--- src/rtl/bound_flasher_lamp_path_pkg.sv ---
// Shared bound flasher definitions: lamp bar geometry, controller turn points
// and the thermometer decode used by both the controller and the lamp path.
package bound_flasher_pkg;

    localparam int LAMP_COUNT_DEF = 16;
    localparam int CNT_W_DEF      = 5;
    localparam int THERM_MAX      = 64;

    localparam logic [CNT_W_DEF-1:0] TP_ZERO = 5'd0;
    localparam logic [CNT_W_DEF-1:0] TP_ONE  = 5'd1;
    localparam logic [CNT_W_DEF-1:0] TP_FIVE = 5'd5;
    localparam logic [CNT_W_DEF-1:0] TP_TEN  = 5'd10;
    localparam logic [CNT_W_DEF-1:0] TP_FULL = 5'd16;

    typedef enum logic [1:0] {
        CMD_HOLD = 2'd0,
        CMD_UP   = 2'd1,
        CMD_DOWN = 2'd2
    } step_cmd_e;

    // Lamp i is lit iff i < count; callers cast the result to their bar width.
    function automatic logic [THERM_MAX-1:0] therm_decode(input int unsigned count);
        logic [THERM_MAX-1:0] v;
        v = '0;
        for (int unsigned i = 0; i < THERM_MAX; i++) begin
            v[i] = (i < count);
        end
        return v;
    endfunction

endpackage

--- src/rtl/bound_flasher_lamp_path_if.sv ---
// Command/status bundle between the bound flasher controller (master)
// and the lamp path (slave); flick_raw comes from the pushbutton side.
interface bound_flasher_lamp_path_if
    import bound_flasher_pkg::*;
#(
    parameter int LAMP_COUNT = LAMP_COUNT_DEF,
    parameter int CNT_W      = CNT_W_DEF
);

    logic                  flick_raw;
    logic                  enable;
    logic                  upcount;
    logic [CNT_W-1:0]      counter_val;
    logic [LAMP_COUNT-1:0] lamps;
    logic                  flick;
    logic                  bound_err;

    modport master (
        output flick_raw, enable, upcount,
        input  counter_val, lamps, flick, bound_err
    );

    modport slave (
        input  flick_raw, enable, upcount,
        output counter_val, lamps, flick, bound_err
    );

endinterface

--- src/rtl/bound_flasher_lamp_path_flick_debouncer.sv ---
// Two-flop synchroniser plus debounce counter; flick only follows the button
// after DEBOUNCE_CYCLES consecutive synchronised samples disagree with it.
module flick_debouncer #(
    parameter int DEBOUNCE_CYCLES = 4
) (
    input  logic clk,
    input  logic reset,
    input  logic flick_raw,
    output logic flick
);

    localparam int DB_W = $clog2(DEBOUNCE_CYCLES + 1);
    localparam logic [DB_W-1:0] DB_LAST = DB_W'(DEBOUNCE_CYCLES - 1);

    logic            s1;
    logic            s2;
    logic [DB_W-1:0] db_cnt;

    if (DEBOUNCE_CYCLES < 1) begin : g_bad_cfg
        $error("flick_debouncer: DEBOUNCE_CYCLES must be at least 1");
    end

    // NOTE: registers are written with <= so every flop samples pre-edge values;
    // the synchroniser flops are reset too so no stale level survives a reset.
    always_ff @(posedge clk or posedge reset) begin
        if (reset) begin
            s1     <= 1'b0;
            s2     <= 1'b0;
            db_cnt <= '0;
            flick  <= 1'b0;
        end else begin
            s1 <= flick_raw;
            s2 <= s1;
            if (s2 == flick) begin
                db_cnt <= '0;
            end else if (db_cnt == DB_LAST) begin
                flick  <= s2;
                db_cnt <= '0;
            end else begin
                db_cnt <= db_cnt + DB_W'(1);
            end
        end
    end

endmodule

--- src/rtl/bound_flasher_lamp_path.sv ---
// Lamp path of the bound flasher: saturating lamp counter driven by the
// controller, registered thermometer lamp bar and debounced flick input.
module bound_flasher_lamp_path
    import bound_flasher_pkg::*;
#(
    parameter int LAMP_COUNT      = LAMP_COUNT_DEF,
    parameter int CNT_W           = CNT_W_DEF,
    parameter int DEBOUNCE_CYCLES = 4
) (
    input logic                     clk,
    input logic                     reset,
    bound_flasher_lamp_path_if.slave bus
);

    localparam logic [CNT_W-1:0] CNT_MAX = CNT_W'(LAMP_COUNT);

    step_cmd_e             cmd;
    logic [CNT_W-1:0]      count_q;
    logic [CNT_W-1:0]      count_nxt;
    logic [LAMP_COUNT-1:0] lamps_q;
    logic [LAMP_COUNT-1:0] lamps_nxt;
    logic                  bound_hit;
    logic                  bound_err_q;

    if ((1 << CNT_W) <= LAMP_COUNT || LAMP_COUNT > THERM_MAX) begin : g_bad_cfg
        $error("bound_flasher_lamp_path: CNT_W too narrow or LAMP_COUNT too large");
    end

    // NOTE: every always_comb output gets a default first so no path can infer a latch.
    always_comb begin
        cmd       = !bus.enable ? CMD_HOLD : (bus.upcount ? CMD_UP : CMD_DOWN);
        count_nxt = count_q;
        bound_hit = 1'b0;
        unique case (cmd)
            CMD_UP: begin
                if (count_q == CNT_MAX) bound_hit = 1'b1;
                else                    count_nxt = count_q + CNT_W'(1);
            end
            CMD_DOWN: begin
                if (count_q == '0) bound_hit = 1'b1;
                else               count_nxt = count_q - CNT_W'(1);
            end
            default: ;
        endcase
        // Decoding the next count keeps lamps and counter_val skew-free.
        lamps_nxt = LAMP_COUNT'(therm_decode(32'(count_nxt)));
    end

    always_ff @(posedge clk or posedge reset) begin
        if (reset) begin
            count_q     <= '0;
            lamps_q     <= '0;
            bound_err_q <= 1'b0;
        end else begin
            count_q     <= count_nxt;
            lamps_q     <= lamps_nxt;
            bound_err_q <= bound_hit;
        end
    end

    flick_debouncer #(
        .DEBOUNCE_CYCLES(DEBOUNCE_CYCLES)
    ) u_flick_debouncer (
        .clk      (clk),
        .reset    (reset),
        .flick_raw(bus.flick_raw),
        .flick    (bus.flick)
    );

    assign bus.counter_val = count_q;
    assign bus.lamps       = lamps_q;
    assign bus.bound_err   = bound_err_q;

endmodule

--- src/flat_wrapper.sv ---
// flat-port wrapper written by rule: the top's interface ports become plain ports
module bound_flasher_lamp_path_flat import bound_flasher_pkg::*;
#(
    parameter int LAMP_COUNT      = LAMP_COUNT_DEF,
    parameter int CNT_W           = CNT_W_DEF,
    parameter int DEBOUNCE_CYCLES = 4
)
  (clk, reset, bus_flick_raw, bus_enable, bus_upcount, bus_counter_val, bus_lamps, bus_flick, bus_bound_err);
  bound_flasher_lamp_path_if #(.LAMP_COUNT(LAMP_COUNT), .CNT_W(CNT_W)) bus_i ();
  input logic clk;
  input logic reset;
  input wire logic [$bits(bus_i.flick_raw)-1:0] bus_flick_raw;
  input wire logic [$bits(bus_i.enable)-1:0] bus_enable;
  input wire logic [$bits(bus_i.upcount)-1:0] bus_upcount;
  output wire logic [$bits(bus_i.counter_val)-1:0] bus_counter_val;
  output wire logic [$bits(bus_i.lamps)-1:0] bus_lamps;
  output wire logic [$bits(bus_i.flick)-1:0] bus_flick;
  output wire logic [$bits(bus_i.bound_err)-1:0] bus_bound_err;
  assign bus_i.flick_raw = bus_flick_raw;
  assign bus_i.enable = bus_enable;
  assign bus_i.upcount = bus_upcount;
  assign bus_counter_val = bus_i.counter_val;
  assign bus_lamps = bus_i.lamps;
  assign bus_flick = bus_i.flick;
  assign bus_bound_err = bus_i.bound_err;
  bound_flasher_lamp_path #(.LAMP_COUNT(LAMP_COUNT), .CNT_W(CNT_W), .DEBOUNCE_CYCLES(DEBOUNCE_CYCLES)) u_core (.clk(clk), .reset(reset), .bus(bus_i));
endmodule
--- config.mk ---
export PLATFORM = sky130hd
export DESIGN_NAME = bound_flasher_lamp_path_flat
export DESIGN_NICKNAME = d
export VERILOG_FILES = /design/src/rtl/bound_flasher_lamp_path_pkg.sv /design/src/rtl/bound_flasher_lamp_path_if.sv /design/src/rtl/bound_flasher_lamp_path_flick_debouncer.sv /design/src/rtl/bound_flasher_lamp_path.sv /design/src/flat_wrapper.sv
export SDC_FILE = /design/constraint.sdc
export NUM_CORES = 1
export LEC_CHECK = 0
export CAP_MARGIN = 40
export CELL_PAD_IN_SITES_DETAIL_PLACEMENT = 0
export CELL_PAD_IN_SITES_GLOBAL_PLACEMENT = 1
export CORE_ASPECT_RATIO = 0.5
export CORE_MARGIN = 5
export CORE_UTILIZATION = 38
export CTS_CLUSTER_SIZE = 20
export DETAILED_ROUTE_END_ITERATION = 7
export PLACE_DENSITY = 0.74
export SLEW_MARGIN = 0
export SYNTH_ARGS = -nofsm -noshare
export SYNTH_HDL_FRONTEND = slang
export SYNTH_SLANG_ARGS = --single-unit
--- constraint.sdc ---
create_clock -name clk -period 2.8 [get_ports clk]
set_input_delay 0.28 -clock clk [delete_from_list [all_inputs] [get_ports clk]]
set_output_delay 0.28 -clock clk [all_outputs]
set_load 0.005 [all_outputs]
==> After elaboration in Yosys (flattened, before gate mapping) <==
Cells that the tools add are included.
{ "op_classes": {"add_sub_neg": 3, "bitwise_logic": 1, "reduce_logical": 2, "n_lt_le_gt_ge": 16, "n_eq_ne": 5, "muxes": 10} }
{ "op_table": {"columns": ["op", "count"], "rows": [
  ["less-than comparator 4 x 5 -> 1 bit, first input constant", 8],
  ["less-than comparator 3 x 5 -> 1 bit, first input constant", 4],
  ["less-than comparator 1 x 5 -> 1 bit, first input constant", 2],
  ["less-than comparator 2 x 5 -> 1 bit, first input constant", 2],
  ["2-to-1 mux 5 bit", 2],
  ["case mux 5 bit (2 select lines)", 1],
  ["2-to-1 mux 3 bit", 2],
  ["adder 5 x 1 -> 5 bit, second input constant", 1],
  ["equality test 5 bit, second input constant", 1],
  ["logical NOT 5 bit", 1],
  ["subtractor 5 x 1 -> 5 bit, second input constant", 1],
  ["2-to-1 mux 2 bit", 2],
  ["adder 3 x 1 -> 3 bit, second input constant", 1],
  ["equality test 3 x 2 -> 1 bit, second input constant", 1],
  ["equality test 2 x 1 -> 1 bit, second input constant", 1],
  ["equality test 2 bit, second input constant", 1],
  ["2-to-1 mux 1 bit", 2],
  ["case mux 1 bit (2 select lines)", 1],
  ["AND reduction 2 bit", 1],
  ["equality test 1 bit", 1],
  ["inverter 1 bit", 1]
]} }
{ "word_totals": {"in_bits": 5, "ff_bits": 28, "output_inout_bits": 23, "wordCells": 44} }

==> Longest topological paths before layout <==
{ "depth": {"depth_word": 5, "depth_mapped": 9} }

==> Modules after synthesis <==
From an unflattened synthesis, not the netlist that was laid out.
{ "unflattened": {"hier_cells": 117, "area_unflattened_um2": 1311.3} }
{ "modules_own_cells": {"columns": ["module", "seq_area_each_um2", "cells_per_inst", "area_per_inst_um2", "instances"], "rows": [
  ["bound_flasher_lamp_path", 525.5, 103, 1091.0, 1],
  ["flick_debouncer", 150.1, 14, 220.2, 1]
]} }

==> Worst setup path after synthesis <==
OpenSTA, ideal clock, no wires.
{ "synth_timing": {"path_type": "flip-flop to flip-flop", "from": "register u_core.count_q[0], in the netlist u_core.bus.counter_val[0]", "to": "register u_core.lamps_q[10], in the netlist u_core.bus.lamps[10]", "t_required_ps": 2668, "slack_ps": 780, "arrival_time_ps": 1888, "stages_incl_launch_ff": 9, "setup_time_ps": 132, "synth_period_minus_slack_ps": 2020, "cell_sequence": "dfrtp_1 -> clkbuf_2 -> inv_1 -> ha_1 -> or3b_4 -> o2111a_1 -> a31oi_2 -> and2b_1 -> o21ai_1"} }
{ "synth_via": {"elab_chain_len": 4, "word_cells_on_any_way": 8} }
{ "synth_lines": {"columns": ["item", "line", "text"], "rows": [
  ["from (decl)", "bound_flasher_lamp_path.sv:18", "logic [CNT_W-1:0] count_q;"],
  ["from (signal assigned)", "bound_flasher_lamp_path.sv:55", "count_q <= count_nxt;"],
  ["subtractor 5 x 1 -> 5 bit (tied with other cells)", "bound_flasher_lamp_path.sv:41", "else count_nxt = count_q - CNT_W'(1);"],
  ["2-to-1 mux 5 bit (on tied branches)", "bound_flasher_lamp_path.sv:40, bound_flasher_lamp_path.sv:36", null],
  ["case mux 5 bit (2 select lines) (*)", "bound_flasher_lamp_path.sv:34", "unique case (cmd)"],
  ["less-than comparator 4 x 5 -> 1 bit (*)", "bound_flasher_lamp_path_pkg.sv:26", "v[i] = (i < count);"],
  ["via u_core.lamps_nxt[10]", "bound_flasher_lamp_path.sv:21", "logic [LAMP_COUNT-1:0] lamps_nxt;"],
  ["to (signal assigned)", "bound_flasher_lamp_path.sv:56", "lamps_q <= lamps_nxt;"],
  ["to (decl)", "bound_flasher_lamp_path.sv:20", "logic [LAMP_COUNT-1:0] lamps_q;"]
]} }
The timed path passes the listed nets; every way through them passes the cells marked *.
A chain may end at the register's enable or synchronous reset.

==> Final worst setup path <==
{ "layout_timing": {"from": "register u_core.count_q[1], in the netlist u_core.bus.counter_val[1]", "to": "register u_core.lamps_q[6], in the netlist u_core.bus.lamps[6]"} }
{ "layout_via": {"elab_chain_len": 4, "word_cells_on_any_way": 8} }
{ "layout_lines": {"columns": ["item", "line"], "rows": [
  ["subtractor 5 x 1 -> 5 bit (tied with other cells)", "bound_flasher_lamp_path.sv:41"],
  ["2-to-1 mux 5 bit (on tied branches)", "bound_flasher_lamp_path.sv:40, bound_flasher_lamp_path.sv:36"],
  ["case mux 5 bit (2 select lines) (*)", "bound_flasher_lamp_path.sv:34"],
  ["less-than comparator 3 x 5 -> 1 bit (*)", "bound_flasher_lamp_path_pkg.sv:26"],
  ["via u_core.lamps_nxt[6]", "bound_flasher_lamp_path.sv:21"]
]} }
Marks and branches as above.

==> results.toml <==
[finish]
utilization_pct = 48.9
stdcell_area_um2 = 1640
fin_cells = 186
areaGrowthSynthToFinish_pct = 26.2
nFillCells = 325
nets = 153
antenna-diode-count = 0
drive_gt1_share_pct = 13.2

[power_and_ir_drop]
power_switching_mw = 0.690
p_seq_share_pct = 35.6
leakage_nw = 0.668
power_frac_clock_pct = 12.1
p_total_mw = 1.81
combinationalPowerShare_pct = 52.3
swShare_pct = 38.2
power_density_nw_per_um2 = 1100
p_int_mw = 1.12
ir_worst_vdd_mv = 0.384

[cts]
root_buffer = "clkbuf_8"
htreeDepth = 1
cts_buffer_depth = 2
post-cts-setup-buffers = 0
cts-buffers-inserted = 3
ctsHoldBuffers = 0
cts_tree = "built"
cts.sinks = 27
clk_pin_slew_ns = 0.09
clock_latency_ns = 0.27
cts_resized = 0

[drt]
vias_per_cell = 4.88
drt_iter0_drc = 25
num_vias = 907
drc_errors = 0
detail-route-antenna-nets = 0
post_drt_wl_per_cell_um = 13.6
wl_met1_um = 1190
routed-wl-met2_um = 1180
met3_length_um = 142
drtPass1Iterations = 4
wirelength_um = 2530
routed.top_layer = "met4"

[global_routing]
grt_max_degree = 28
grt_usage_pct = 12.1
antenna_found_initial = 0
grt_pass1_vias = 912
overflow = 0
grt_first_pass_wirelength_um = 4530

[logic_synthesis]
yosysWarningCount = 0
synth_cells = 117
synth_common_cells = "dfrtp_1 (27), inv_1 (10), nand2_1 (9)"
ys.flop_type = "dfrtp_1"
yosysTopAreaCellShare_pct = 51.9
synth_edf_count = 0
syn_avg_cell_area_um2 = 11.1
synth.most_common_cell = "dfrtp_1"
synth-seq-cells = 27
ys_seq_area_share_pct = 51.9
synth_area_leaders = "dfrtp_1 (52%), ha_1 (2.9%), inv_1 (2.9%)"
synth_cell_types = 43
syn-num-nets = 125
yosysTopAreaCell = "dfrtp_1"
synthesis.area_um2 = 1300
synthArstFlopShare_pct = 100

[sta]
min_period_over_period_pct = 76.3
slew_viol_final = 0
rsz0062_at_grt = "false"
finalSetupViolations = 0
fin_setup_tns_ns = 0
skew_ns = 0.00513
fin_hold_ws_ns = 0.353
max_slew_margin_pct = 64.6
fin_crit_ns = 2.14
fmax_ghz = 0.468
hold_violations = 0
worstMarginPinSlew_ns = 0.529
fin_ws_ns = 0.662

[status]
status = "finished clean"

[placement]
dp.cells = 182
dp_hpwl_um = 1950
dpl_cell_area_um2 = 1600
io_buffer_count = 27
dpl_worst_slack_ns = 0.507
place.gp.congestion = 0.763

[setup_path]
start_kind = "flop"
worstPathMaxFanout = 9
end_kind = "flop"
critical_path_class = "reg -> reg"
required_ns = 2.95
rr_worst_depth = 7
arrival_ns = 2.28

[die]
io_pins = 28
core-area_um2 = 3360
initial_core_util_pct = 38.8
fp.dieW_um = 92.8
die_h_um = 51.4
rows = 15
die_area_um2 = 4770

[worst_hold_path]
min_path_type = "reg -> reg"
hold_path_depth = 0

[flow_run]
drv_cap = 0
## kinds of logic (layout without fill, tap and decap cells)
family                     count (synthesis)  after routing  share of synthesized area [%]
DFF                                       27             27                           51.9
adders and majority gates                  3              3                           2.88
and+or+nand+nor                           36             36                           16.6
muxes                                      4              4                           3.55
xor gates and xnor gates                   5              5                           3.36
buffers and inverters                     18             45                           7.20
AOI/OAI and AO/OA                         24             24                           14.5
## power groups by stage
stage               logic (mW)  clock network [mW]  registers, mW
floorplan                0.597                   0          0.625
CTS                      0.957               0.224          0.645
finish                   0.946               0.218          0.643
global placement         0.951                   0          0.653
detailed placement       0.952                   0          0.653
global route              1.05               0.244          0.669
## layout by cell type (no fill, tap or decap), types with 2 or more instances in the layout
cell type / instances
clkdlybuf4s50_1: 27
dfrtp_1: 27
inv_1: 10
nand2_1: 9
o21ai_0: 6
nor2b_1: 5
a31oi_1: 4
nor3b_1: 4
nor3_1: 3
o21ai_2: 3
xnor2_1: 3
o21ai_1: 3
ha_1: 3
clkbuf_8: 3
buf_4: 3
nand3_1: 2
mux2i_1: 2
xor2_1: 2
## registers in the layout (all words and copies together) (netlist names)
signal / flops
u_core.bus.counter_val: 5
u_core.bus.bound_err: 1
u_core.u_flick_debouncer.flick: 1
u_core.u_flick_debouncer.s2: 1
u_core.bus.lamps: 15
u_core.u_flick_debouncer.db_cnt: 3
u_core.u_flick_debouncer.s1: 1
## worst max-delay path, cell delays in order, from the launching register on
cell     delay [ns]
dfrtp_1        0.39
inv_1          0.13
ha_1           0.29
nor3b_1        0.29
o21ai_0        0.19
a22oi_4        0.27
and2_1         0.33
o21ai_1        0.12
## path summary, 6_finish.rpt
kind                            slack [ns]                   startpoint                                 end
worst min register to register        0.35  u_core.u_flick_debouncer.s1         u_core.u_flick_debouncer.s2
worst min-delay path                  0.35  u_core.u_flick_debouncer.s1         u_core.u_flick_debouncer.s2
worst max register to register        0.66    u_core.bus.counter_val[1]                 u_core.bus.lamps[6]
max in group asynchronous             2.19                        reset                 u_core.bus.lamps[8]
min in group asynchronous             0.36                        reset  u_core.u_flick_debouncer.db_cnt[0]
worst max-delay path                  0.66    u_core.bus.counter_val[1]                 u_core.bus.lamps[6]
## per-layer routing
| metal | global-route usage (%) | vias up |
|---|---|---|
| met5 | 0 | - |
| met4 | 2.92 | 0 |
| met3 | 3.82 | 2 |
| met2 | 18.8 | 14 |
| met1 | 16.6 | 437 |
| li1 | - | 454 |
## layout make-up
cell class | count | area, um2 | area share [%]
sequential | 27 | 676 | 41.1
multi-input combinational | 72 | 533 | 32.4
timing repair buffer | 30 | 293 | 17.8
tap | 42 | 52.6 | 3.20
clock buffer | 3 | 41.3 | 2.51
inverter | 11 | 41.3 | 2.51
clock inverter | 1 | 7.51 | 0.457
(Power assumes the default switching activity.)
